### config.mk
export PLATFORM = sky130hd
export DESIGN_NAME = sort_pkt_rx_flat
export DESIGN_NICKNAME = d
export VERILOG_FILES = /design/src/rtl/sort_pkt_pkg.sv /design/src/rtl/sort_pkt_rx_if.sv /design/src/rtl/elem_packer.sv /design/src/rtl/sort_pkt_rx.sv /design/src/flat_wrapper.sv
export SDC_FILE = /design/constraint.sdc
export NUM_CORES = 1
export LEC_CHECK = 0
export ABC_AREA = 1
export BUFFER_PORTS_ARGS = -buffer_cell sky130_fd_sc_hd__buf_2
export CORE_MARGIN = 3
export CORE_UTILIZATION = 25
export CTS_BUF_LIST = sky130_fd_sc_hd__clkbuf_8
export DETAILED_ROUTE_END_ITERATION = 10
export PLACE_DENSITY_LB_ADDON = 0.12
export SLEW_MARGIN = 20
export SYNTH_ARGS = -nofsm -noshare
export SYNTH_HDL_FRONTEND = slang
export SYNTH_SLANG_ARGS = --single-unit
export TNS_END_PERCENT = 30
### constraint.sdc
create_clock -name clk -period 4 [get_ports clk]
set_input_delay 0.2 -clock clk [delete_from_list [all_inputs] [get_ports clk]]
set_output_delay 0.2 -clock clk [all_outputs]
set_load 0.01 [all_outputs]
### src/rtl/sort_pkt_pkg.sv
// Shared definitions for the PC->FPGA sort packet receiver.
//   SYNC_BYTE : frame start marker
//   err_e     : error code reported on err_code_o
//   state_e   : parser states (also mirrored as localparams in sort_pkt_rx)
package sort_pkt_pkg;

    localparam logic [7:0] SYNC_BYTE = 8'hA5;

    typedef enum logic [1:0] {
        ERR_NONE,
        ERR_LEN,
        ERR_CSUM,
        ERR_TIMEOUT
    } err_e;

    typedef enum logic [1:0] {
        IDLE,
        LEN,
        DATA,
        CSUM
    } state_e;

endpackage

### src/rtl/sort_pkt_rx_if.sv
// Bundle of the sort_pkt_rx byte-input and element-output handshakes.
//   master : byte source / element sink (uart side + sorter side, or a testbench)
//   slave  : the packet parser
// Signals:
//   in_data_i/in_valid_i/in_ready_o          byte stream in
//   elem_data_o/elem_valid_o/elem_ready_i    element stream out
//   elem_last_o                              final element of a validated packet
//   pkt_done_o/pkt_err_o                     packet completion / abort pulses
//   err_code_o                               sticky err_e of the most recent error
interface sort_pkt_rx_if #(
    parameter int unsigned ELEM_W = 16
);
    logic [7:0]        in_data_i;
    logic              in_valid_i;
    logic              in_ready_o;
    logic [ELEM_W-1:0] elem_data_o;
    logic              elem_valid_o;
    logic              elem_ready_i;
    logic              elem_last_o;
    logic              pkt_done_o;
    logic              pkt_err_o;
    logic [1:0]        err_code_o;

    modport master (
        output in_data_i, in_valid_i, elem_ready_i,
        input  in_ready_o, elem_data_o, elem_valid_o, elem_last_o,
        input  pkt_done_o, pkt_err_o, err_code_o
    );

    modport slave (
        input  in_data_i, in_valid_i, elem_ready_i,
        output in_ready_o, elem_data_o, elem_valid_o, elem_last_o,
        output pkt_done_o, pkt_err_o, err_code_o
    );
endinterface

### src/rtl/elem_packer.sv
// Byte-to-element packer: shifts bytes in big-endian order and strobes `pack`
// on the byte that completes an element. `word` is the element including the
// byte currently being shifted, so it is valid in the same cycle as `pack`.
// Ports:
//   clk, rst  clock, synchronous active-high reset
//   clear     drop any partially packed element
//   shift     accept byte_in this cycle
//   byte_in   incoming byte
//   word      packed element (first byte in the MSBs)
//   pack      this shift completes an element
module elem_packer #(
    parameter int unsigned ELEM_BYTES = 2
) (
    input  logic                    clk,
    input  logic                    rst,
    input  logic                    clear,
    input  logic                    shift,
    input  logic [7:0]              byte_in,
    output logic [8*ELEM_BYTES-1:0] word,
    output logic                    pack
);
    localparam int unsigned ELEM_W = 8 * ELEM_BYTES;
    localparam int unsigned CW     = (ELEM_BYTES > 1) ? $clog2(ELEM_BYTES) : 1;

    logic [ELEM_W-1:0] sh_q;
    logic [CW-1:0]     cnt_q;

    // Truncating the concat keeps the newest ELEM_BYTES bytes.
    assign word = ELEM_W'({sh_q, byte_in});
    assign pack = shift && (cnt_q == CW'(ELEM_BYTES - 1));

    always_ff @(posedge clk) begin
        if (rst) begin
            sh_q  <= '0;
            cnt_q <= '0;
        end else if (clear) begin
            cnt_q <= '0;
        end else if (shift) begin
            sh_q  <= word;
            cnt_q <= pack ? '0 : cnt_q + 1'b1;
        end
    end
endmodule

### src/rtl/sort_pkt_rx.sv
// Packet parser for the PC->FPGA byte stream feeding the sorter.
// Frame: SYNC(A5), LEN=N, N*ELEM_BYTES data bytes, [CSUM = XOR of LEN and data].
// Elements leave as a valid/ready stream, last element flagged with elem_last_o.
// Optional feature: define SORT_PKT_CHECKSUM_EN to expect and verify the CSUM
// byte; the final element is then held back until the checksum matches.
// Ports:
//   clk, rst  clock, synchronous active-high reset
//   bus       sort_pkt_rx_if.slave (byte input, element output, status pulses)
module sort_pkt_rx
    import sort_pkt_pkg::*;
#(
    parameter int unsigned ELEM_BYTES     = 2,
    parameter int unsigned MAX_ELEMS      = 64,
    parameter int unsigned TIMEOUT_CYCLES = 100000
) (
    input  logic         clk,
    input  logic         rst,
    sort_pkt_rx_if.slave bus
);
    localparam int unsigned ELEM_W = 8 * ELEM_BYTES;
    localparam int unsigned TW     = $clog2(TIMEOUT_CYCLES + 1);

    localparam logic [1:0] ST_IDLE = IDLE;
    localparam logic [1:0] ST_LEN  = LEN;
    localparam logic [1:0] ST_DATA = DATA;
`ifdef SORT_PKT_CHECKSUM_EN
    localparam logic [1:0] ST_CSUM = CSUM;
`endif

    logic [1:0]        state_q, state_d;
    logic [7:0]        len_q, len_d;
    logic [7:0]        cnt_q, cnt_d;       // elements packed so far
    logic [ELEM_W-1:0] data_q, data_d;
    logic              valid_q, valid_d;
    logic              last_q, last_d;
    logic              done_q, done_d;
    logic              err_q, err_d;
    err_e              code_q, code_d;
    logic [TW-1:0]     tmo_q, tmo_d;
`ifdef SORT_PKT_CHECKSUM_EN
    logic [7:0]        csum_q, csum_d;
    logic              held_q, held_d;     // last element parked in data_q awaiting CSUM
`endif

    logic              in_ready;
    logic              accept;
    logic              hs;
    logic              tmo_run;
    logic              tmo_hit;
    logic [ELEM_W-1:0] pk_word;
    logic              pk_pack;

    // In DATA a byte may complete an element, so the output register must be
    // free (or freeing this cycle) before the byte is taken.
    assign in_ready = (state_q == ST_DATA) ? (!valid_q || bus.elem_ready_i) : 1'b1;
    assign accept   = bus.in_valid_i && in_ready;
    assign hs       = valid_q && bus.elem_ready_i;
    assign tmo_run  = (state_q != ST_IDLE) && in_ready && !bus.in_valid_i;
    assign tmo_hit  = tmo_run && (tmo_q == TW'(TIMEOUT_CYCLES - 1));

    elem_packer #(
        .ELEM_BYTES (ELEM_BYTES)
    ) u_packer (
        .clk     (clk),
        .rst     (rst),
        .clear   (state_q != ST_DATA),
        .shift   (accept && (state_q == ST_DATA)),
        .byte_in (bus.in_data_i),
        .word    (pk_word),
        .pack    (pk_pack)
    );

    always_comb begin
        state_d = state_q;
        len_d   = len_q;
        cnt_d   = cnt_q;
        data_d  = data_q;
        valid_d = valid_q;
        last_d  = last_q;
        done_d  = 1'b0;
        err_d   = 1'b0;
        code_d  = code_q;
        tmo_d   = tmo_q;
`ifdef SORT_PKT_CHECKSUM_EN
        csum_d  = csum_q;
        held_d  = held_q;
`endif

        if (hs) begin
            valid_d = 1'b0;
            last_d  = 1'b0;
            if (last_q) begin
                done_d = 1'b1;
            end
        end

        unique case (state_q)
            ST_IDLE: begin
                if (accept && (bus.in_data_i == SYNC_BYTE)) begin
                    state_d = ST_LEN;
                end
            end
            ST_LEN: begin
                if (accept) begin
                    len_d = bus.in_data_i;
                    cnt_d = '0;
`ifdef SORT_PKT_CHECKSUM_EN
                    csum_d = bus.in_data_i;
`endif
                    if (bus.in_data_i == 8'd0) begin
`ifdef SORT_PKT_CHECKSUM_EN
                        state_d = ST_CSUM;
`else
                        state_d = ST_IDLE;
                        done_d  = 1'b1;
`endif
                    end else if (bus.in_data_i > 8'(MAX_ELEMS)) begin
                        state_d = ST_IDLE;
                        err_d   = 1'b1;
                        code_d  = ERR_LEN;
                    end else begin
                        state_d = ST_DATA;
                    end
                end
            end
            ST_DATA: begin
                if (accept) begin
`ifdef SORT_PKT_CHECKSUM_EN
                    csum_d = csum_q ^ bus.in_data_i;
`endif
                    if (pk_pack) begin
                        data_d = pk_word;
                        cnt_d  = cnt_q + 8'd1;
                        if (cnt_q + 8'd1 == len_q) begin
`ifdef SORT_PKT_CHECKSUM_EN
                            held_d  = 1'b1;
                            state_d = ST_CSUM;
`else
                            valid_d = 1'b1;
                            last_d  = 1'b1;
                            state_d = ST_IDLE;
`endif
                        end else begin
                            valid_d = 1'b1;
                        end
                    end
                end
            end
`ifdef SORT_PKT_CHECKSUM_EN
            ST_CSUM: begin
                if (accept) begin
                    state_d = ST_IDLE;
                    held_d  = 1'b0;
                    if (bus.in_data_i == csum_q) begin
                        if (held_q) begin
                            valid_d = 1'b1;
                            last_d  = 1'b1;
                        end else begin
                            done_d = 1'b1;     // zero-length packet
                        end
                    end else begin
                        err_d  = 1'b1;
                        code_d = ERR_CSUM;
                    end
                end
            end
`endif
            default: state_d = ST_IDLE;
        endcase

        // Idle-gap counter: only counts while waiting on the byte source.
        if (accept || (state_q == ST_IDLE)) begin
            tmo_d = '0;
        end else if (tmo_run && (tmo_q != TW'(TIMEOUT_CYCLES))) begin
            tmo_d = tmo_q + 1'b1;
        end

        // A presented element is kept; only a parked one is dropped.
        if (tmo_hit) begin
            state_d = ST_IDLE;
            err_d   = 1'b1;
            code_d  = ERR_TIMEOUT;
            tmo_d   = '0;
`ifdef SORT_PKT_CHECKSUM_EN
            held_d  = 1'b0;
`endif
        end
    end

    always_ff @(posedge clk) begin
        if (rst) begin
            state_q <= ST_IDLE;
            len_q   <= '0;
            cnt_q   <= '0;
            data_q  <= '0;
            valid_q <= 1'b0;
            last_q  <= 1'b0;
            done_q  <= 1'b0;
            err_q   <= 1'b0;
            code_q  <= ERR_NONE;
            tmo_q   <= '0;
`ifdef SORT_PKT_CHECKSUM_EN
            csum_q  <= '0;
            held_q  <= 1'b0;
`endif
        end else begin
            state_q <= state_d;
            len_q   <= len_d;
            cnt_q   <= cnt_d;
            data_q  <= data_d;
            valid_q <= valid_d;
            last_q  <= last_d;
            done_q  <= done_d;
            err_q   <= err_d;
            code_q  <= code_d;
            tmo_q   <= tmo_d;
`ifdef SORT_PKT_CHECKSUM_EN
            csum_q  <= csum_d;
            held_q  <= held_d;
`endif
        end
    end

    assign bus.in_ready_o   = in_ready;
    assign bus.elem_data_o  = data_q;
    assign bus.elem_valid_o = valid_q;
    assign bus.elem_last_o  = last_q;
    assign bus.pkt_done_o   = done_q;
    assign bus.pkt_err_o    = err_q;
    assign bus.err_code_o   = code_q;
endmodule
### src/flat_wrapper.sv
// flat-port wrapper written by rule: the top's interface ports become plain ports
module sort_pkt_rx_flat import sort_pkt_pkg::*;
#(
    parameter int unsigned ELEM_BYTES     = 2,
    parameter int unsigned MAX_ELEMS      = 64,
    parameter int unsigned TIMEOUT_CYCLES = 100000
)
  (clk, rst, bus_in_data_i, bus_in_valid_i, bus_elem_ready_i, bus_in_ready_o, bus_elem_data_o, bus_elem_valid_o, bus_elem_last_o, bus_pkt_done_o, bus_pkt_err_o, bus_err_code_o);
  sort_pkt_rx_if bus_i ();
  input  logic clk;
  input  logic rst;
  input wire logic [$bits(bus_i.in_data_i)-1:0] bus_in_data_i;
  input wire logic [$bits(bus_i.in_valid_i)-1:0] bus_in_valid_i;
  input wire logic [$bits(bus_i.elem_ready_i)-1:0] bus_elem_ready_i;
  output wire logic [$bits(bus_i.in_ready_o)-1:0] bus_in_ready_o;
  output wire logic [$bits(bus_i.elem_data_o)-1:0] bus_elem_data_o;
  output wire logic [$bits(bus_i.elem_valid_o)-1:0] bus_elem_valid_o;
  output wire logic [$bits(bus_i.elem_last_o)-1:0] bus_elem_last_o;
  output wire logic [$bits(bus_i.pkt_done_o)-1:0] bus_pkt_done_o;
  output wire logic [$bits(bus_i.pkt_err_o)-1:0] bus_pkt_err_o;
  output wire logic [$bits(bus_i.err_code_o)-1:0] bus_err_code_o;
  assign bus_i.in_data_i = bus_in_data_i;
  assign bus_i.in_valid_i = bus_in_valid_i;
  assign bus_i.elem_ready_i = bus_elem_ready_i;
  assign bus_in_ready_o = bus_i.in_ready_o;
  assign bus_elem_data_o = bus_i.elem_data_o;
  assign bus_elem_valid_o = bus_i.elem_valid_o;
  assign bus_elem_last_o = bus_i.elem_last_o;
  assign bus_pkt_done_o = bus_i.pkt_done_o;
  assign bus_pkt_err_o = bus_i.pkt_err_o;
  assign bus_err_code_o = bus_i.err_code_o;
  sort_pkt_rx #(.ELEM_BYTES(ELEM_BYTES), .MAX_ELEMS(MAX_ELEMS), .TIMEOUT_CYCLES(TIMEOUT_CYCLES)) u_core (.clk(clk), .rst(rst), .bus(bus_i));
endmodule
### Word level (Yosys, flattened, before mapping)

Cells that the tools add are included.

| storage, ports and cells | value |
|---|---|
| register bits | 66 |
| logic and storage cells | 97 |

| operators by class | value |
|---|---|
| reduce and logical (&&, ||, !) cells | 29 |
| $add $sub $neg | 3 |
| order comparisons | 1 |
| mux-type cells | 38 |
| equality and inequality tests | 13 |
| bitwise logic cells | 1 |

Operator list:

| operator | number |
|---|---|
| two-way mux 2 bit | 12 |
| two-way mux 8 bit | 3 |
| two-way mux 1 bit | 21 |
| adder 17 x 1 -> 17 bit (second input constant) | 1 |
| equality test 17 bit (second input constant) | 1 |
| inequality test 17 bit (second input constant) | 1 |
| case mux 8 bit (2 select lines) | 1 |
| nonzero test 2 bit | 5 |
| logical AND 1 bit | 9 |
| adder 8 x 1 -> 8 bit (second input constant) | 1 |
| equality test 8 bit | 1 |
| equality test 8 bit (second input constant) | 1 |
| > comparator 8 x 7 -> 1 bit (second input constant) | 1 |
| logical NOT 8 bit | 1 |
| inequality test 2 x 1 -> 1 bit (second input constant) | 4 |
| AND reduction 4 bit | 2 |
| inequality test 2 bit (second input constant) | 3 |
| case mux 2 bit (3 select lines) | 1 |
| AND reduction 5 bit | 1 |
| AND reduction 2 bit | 2 |
| OR reduction 2 bit | 2 |
| AND reduction 3 bit | 1 |
| OR reduction 3 bit | 1 |
| equality test 2 x 1 -> 1 bit (second input constant) | 1 |
| 6 further kinds | 8 |

### Longest topological paths before layout

| logic depth | value |
|---|---|
| depth in word-level cells | 9 |
| gate-level depth with buffers | 12 |
| depth with buffers taken out | 12 |

### Cells and area by module

Synthesis repeated with hierarchy kept, for this count alone.

| unflattened totals | value |
|---|---|
| cell total of the unflattened synthesis | 491 |
| area total of the unflattened synthesis | 3450.8 um^2 |

By module, submodules not included:

| module | seq. area each (um^2) | instances | area each (um^2) | cells each |
|---|---|---|---|---|
| sort_pkt_rx | 1141.1 | 1 | 3007.9 | 424 |
| elem_packer | 180.2 | 1 | 442.9 | 67 |

### Worst setup path before layout

Ideal clock, no wire load.

| path | value |
|---|---|
| path type | reg2reg |
| from | register u_core.tmo_q[0] |
| to | register u_core.tmo_q[9] |
| arrival | 1403 ps |
| slack | 2476 ps |
| buffers on the path | 1 |
| library setup time | 122 ps |
| period minus slack after synthesis | 1524 ps |
| stages on the path, launching flop included | 8 |
| cells stage by stage | dfxtp_1 -> ha_1 -> nand3_1 -> nor3_2 -> a21oi_4 -> nand3_4 -> buf_4 -> a21oi_1 |

| between the ends | value |
|---|---|
| cells in the longest elaborated chain, start to end | 3 |
| elaborated cells between the ends (all ways) | 6 |
| classes of those cells | add/sub (1); eq/ne (2); reduce/logical (3) |

RTL lines:

| what | RTL line | text |
|---|---|---|
| start, declared | sort_pkt_rx.sv:39 | `logic [TW-1:0] tmo_q, tmo_d;` |
| start signal, assigned | sort_pkt_rx.sv:216 | `tmo_q <= tmo_d;` |
| parallel branches: the longest is 3 deep, another holds adder 17 x 1 -> 17 bit | n/a |  |

Several ways; the timed one is not identified.
A chain may end at the register's enable or synchronous reset.

### Final worst setup path

| path | value |
|---|---|
| from | register u_core.state_q[0] |
| to | register u_core.state_q[1] |

| between the ends | value |
|---|---|
| cells in the longest elaborated chain, start to end | 7 |
| elaborated cells between the ends (all ways) | 20 |
| classes of those cells | eq/ne (7); mux (2); reduce/logical (11) |

RTL lines:

| what | RTL line | text |
|---|---|---|
| start, declared | sort_pkt_rx.sv:30 | `logic [1:0] state_q, state_d;` |
| start signal, assigned | sort_pkt_rx.sv:207 | `state_q <= state_d;` |
| equality test 2 bit | sort_pkt_rx.sv:55, sort_pkt_rx.sv:67, sort_pkt_rx.sv:97 |  |
| two-way mux 1 bit | sort_pkt_rx.sv:55 | `assign in_ready = (state_q == ST_DATA) ? (!valid_q \|\| bus.elem_ready_i) : 1'b1;` |
| logical AND 1 bit | sort_pkt_rx.sv:56 | `assign accept = bus.in_valid_i && in_ready;` |
| logical AND 1 bit | sort_pkt_rx.sv:67 | `.shift (accept && (state_q == ST_DATA)),` |
| logical AND 1 bit | elem_packer.sv:30 | `assign pack = shift && (cnt_q == CW'(ELEM_BYTES - 1));` |
| inequality test 2 bit (no line) | n/a |  |
| AND reduction 5 bit (no line) | n/a |  |

Parallel ways exist; a longest one is shown, timed or not.

==> results.cfg <==
[synth]
ys_types = 32
synth_cells = 465
synthesis.area_um2 = 3214
synth-edff-count = 0
synth-main-ff-cell = dfxtp_1
synth_top_area_frac = 0.4111
syn_nets = 480
synth_area_leaders = dfxtp_1, nand2_1, a21oi_1, inv_1, nand3_1
ys_seq_elements = 66
yosysSeqAreaShare = 0.4111
synth.avg_cell_area_um2 = 6.913
synth.most_common_cell = nand2_1
yosys_warnings = 0
ys_top_cells_by_count = nand2_1, dfxtp_1, inv_1
yosys.area.top_type = dfxtp_1
synthArstFlopShare = 0

[critical_path]
path_class = reg2reg
start_kind = flop
arrival_ns = 2.41
cpMaxStageDelayCell = nor2_4
path_common_cell = nand2_1
endpoint_kind = flop
crit_path_max_incr_delay_ns = 0.63
cp_data_required_time_ns = 4.25
crit_fanout = 33
r2r_slack_ns = 1.84
cp_cell_sequence = inv_2 -> nand2_1 -> nor2_2 -> nor2_2 -> nand2_2 -> nor2_4 -> inv_2 -> nand2_1 -> nand2_1 -> nor2_1 -> a21oi_1

[finish]
fin_util = 0.3035
n_antenna_cell = 0
drive_above_1_share = 0.1434
areaGrowthSynthToFinish_pct = 16.23
final_cells = 670
num-nets-final = 512
final_area_um2 = 3736

[route]
num_vias = 2970
routed_via_density = 4.433
drt_iter0_drc = 126
ant_nets = 0
drc_errors = 0
dr.pass1.iters = 4
wl_per_cell_um = 12.49
drt-total-wl_um = 8367

[clock_network]
clkLatencyLatePin_ns = 0.35
clock-sinks = 66
htreeDepth = 3
hold_buffers = 0
cts_buffer_depth = 2
cts_buffers = 9
root_buffer = clkbuf_8
tritoncts = done
ctsResizeCount = 0
clkTransAtPathRegs_ns = 0.08
postCtsSetupBuffers = 0

[grt]
grt_pass1_wl_um = 13890
globalRoute.busiestLayer = met2
grt_max_degree = 34
met3_usage = 0.02327
grt_antenna_before_repair = 0
grt_overflow_total = 0
met2_usage = 0.1816
grt_util_all_layers = 0.1232
grt_pass1_vias = 2796
grt.met1_usage = 0.1703

[power_and_ir_drop]
power_density_nw_per_um2 = 413.7
p_leak_nw = 1.481
ir_worst_vdd_uv = 142.1

[floorplanning]
ioPinCount = 35
start_util = 0.2611
placementRows = 40
fp.dieW_um = 119.4
core-area_um2 = 12310
dieArea_um2 = 14250
die_h_um = 119.4

[place]
dp.final_hpwl_um = 6007
placed_cells = 654
io_buffer_count = 34
placed_area_um2 = 3525
gp_congestion = 0.7782

[run_status]
outcome = complete, no violations

[timing]
skew_ns = 0.009972
fin_crit_ns = 2.164
finalSetupViolations = 0
slew-limit-headroom = 0.4324
tightest_slew_ns = 0.8483
whs_ns = 0.1109
rsz0062_at_grt = false
final_hold_viol_count = 0
fin_setup_tns_ns = 0
maxSlewViolCount = 0
min_period_over_period = 0.5410
fmax_mhz = 462.1

[worst_hold_path]
hp-class = in2reg

[run]
max_cap_violations = 0
## power breakdown
part           switching [mW]  internal, mW  total [mW]
combinational           0.169        0.0625       0.231
sequential             0.0186         0.690       0.709
clock                   0.281         0.324       0.605
## worst max-delay path, delay by kind of cell (launching register included)
| family | cells | cell delay [ns] |
|---|---|---|
| simple gates | 8 | 1.34 |
| flops | 1 | 0.33 |
| buf+inv | 2 | 0.31 |
| compound gates | 1 | 0.07 |
## cell usage in the layout (no fill, tap or decap), types with 2 or more instances in the layout
cell type and instances:
nor3_2 3, nand2_2 2, a21oi_1 50, nor2_2 4
nand3_1 32, ha_1 3, inv_1 54, nand2_1 113
nand4_1 10, xnor2_1 4, dfxtp_1 66, a211oi_1 2
xor2_1 7, o21ai_1 7, clkbuf_8 11, nor2_1 42
buf_2 34, o21ai_0 24, nor3_1 11, inv_2 7
## logic make-up (layout without fill, tap and decap cells)
group	Yosys count	in the layout	synth area share
fa+ha+maj	3	3	0.01168
simple gates	222	222	0.3067
buf+inv	75	112	0.09420
compound gates	88	88	0.1464
xor+xnor	11	11	0.02997
flops	66	66	0.4111
## metrics by stage
step / setup WS, ns / total power [mW]
after detailed placement: 1.811 / 0.9613
after global placement: 1.857 / 0.9592
after CTS: 1.803 / 1.578
final: 1.836 / 1.545
after floorplan: 2.476 / 0.9010
after global routing: 1.509 / 1.637
## path summary, 6_finish.rpt
path,start,cells after the start,end
worst max-delay path,u_core.state_q[0],11,u_core.state_q[1]
worst min-delay path,bus_in_data_i[3],3,u_core.u_packer.sh_q[3]
worst max register to register,u_core.state_q[0],11,u_core.state_q[1]
worst min register to register,u_core.bus.err_code_o[0],2,u_core.bus.err_code_o[0]
## state kept, by name (all words and copies together) (netlist names)
signal                   count
u_core.bus.elem_valid_o      1
u_core.state_q               2
u_core.bus.elem_last_o       1
u_core.bus.pkt_done_o        1
u_core.len_q                 8
u_core.bus.elem_data_o      16
u_core.bus.pkt_err_o         1
u_core.bus.err_code_o        2
u_core.u_packer.cnt_q        1
u_core.u_packer.sh_q         8
u_core.cnt_q                 8
u_core.tmo_q                17
## final cells by class
cell class | count | area (um^2)
timing repair buffer | 34 | 170.2
tap | 168 | 210.2
clock inverter | 5 | 60.06
fill | 1384 | 8576
sequential | 66 | 1321
multi-input combinational | 324 | 1590
inverter | 62 | 232.7
clock buffer | 11 | 151.4
## layer usage
| metal | wire (um) | part of all wire |
|---|---|---|
| met4 | 153 | 0.018 |
| met5 | 0 | 0 |
| met3 | 191 | 0.023 |
| met1 | 4417 | 0.53 |
| met2 | 3605 | 0.43 |
(Power assumes the default switching activity.)
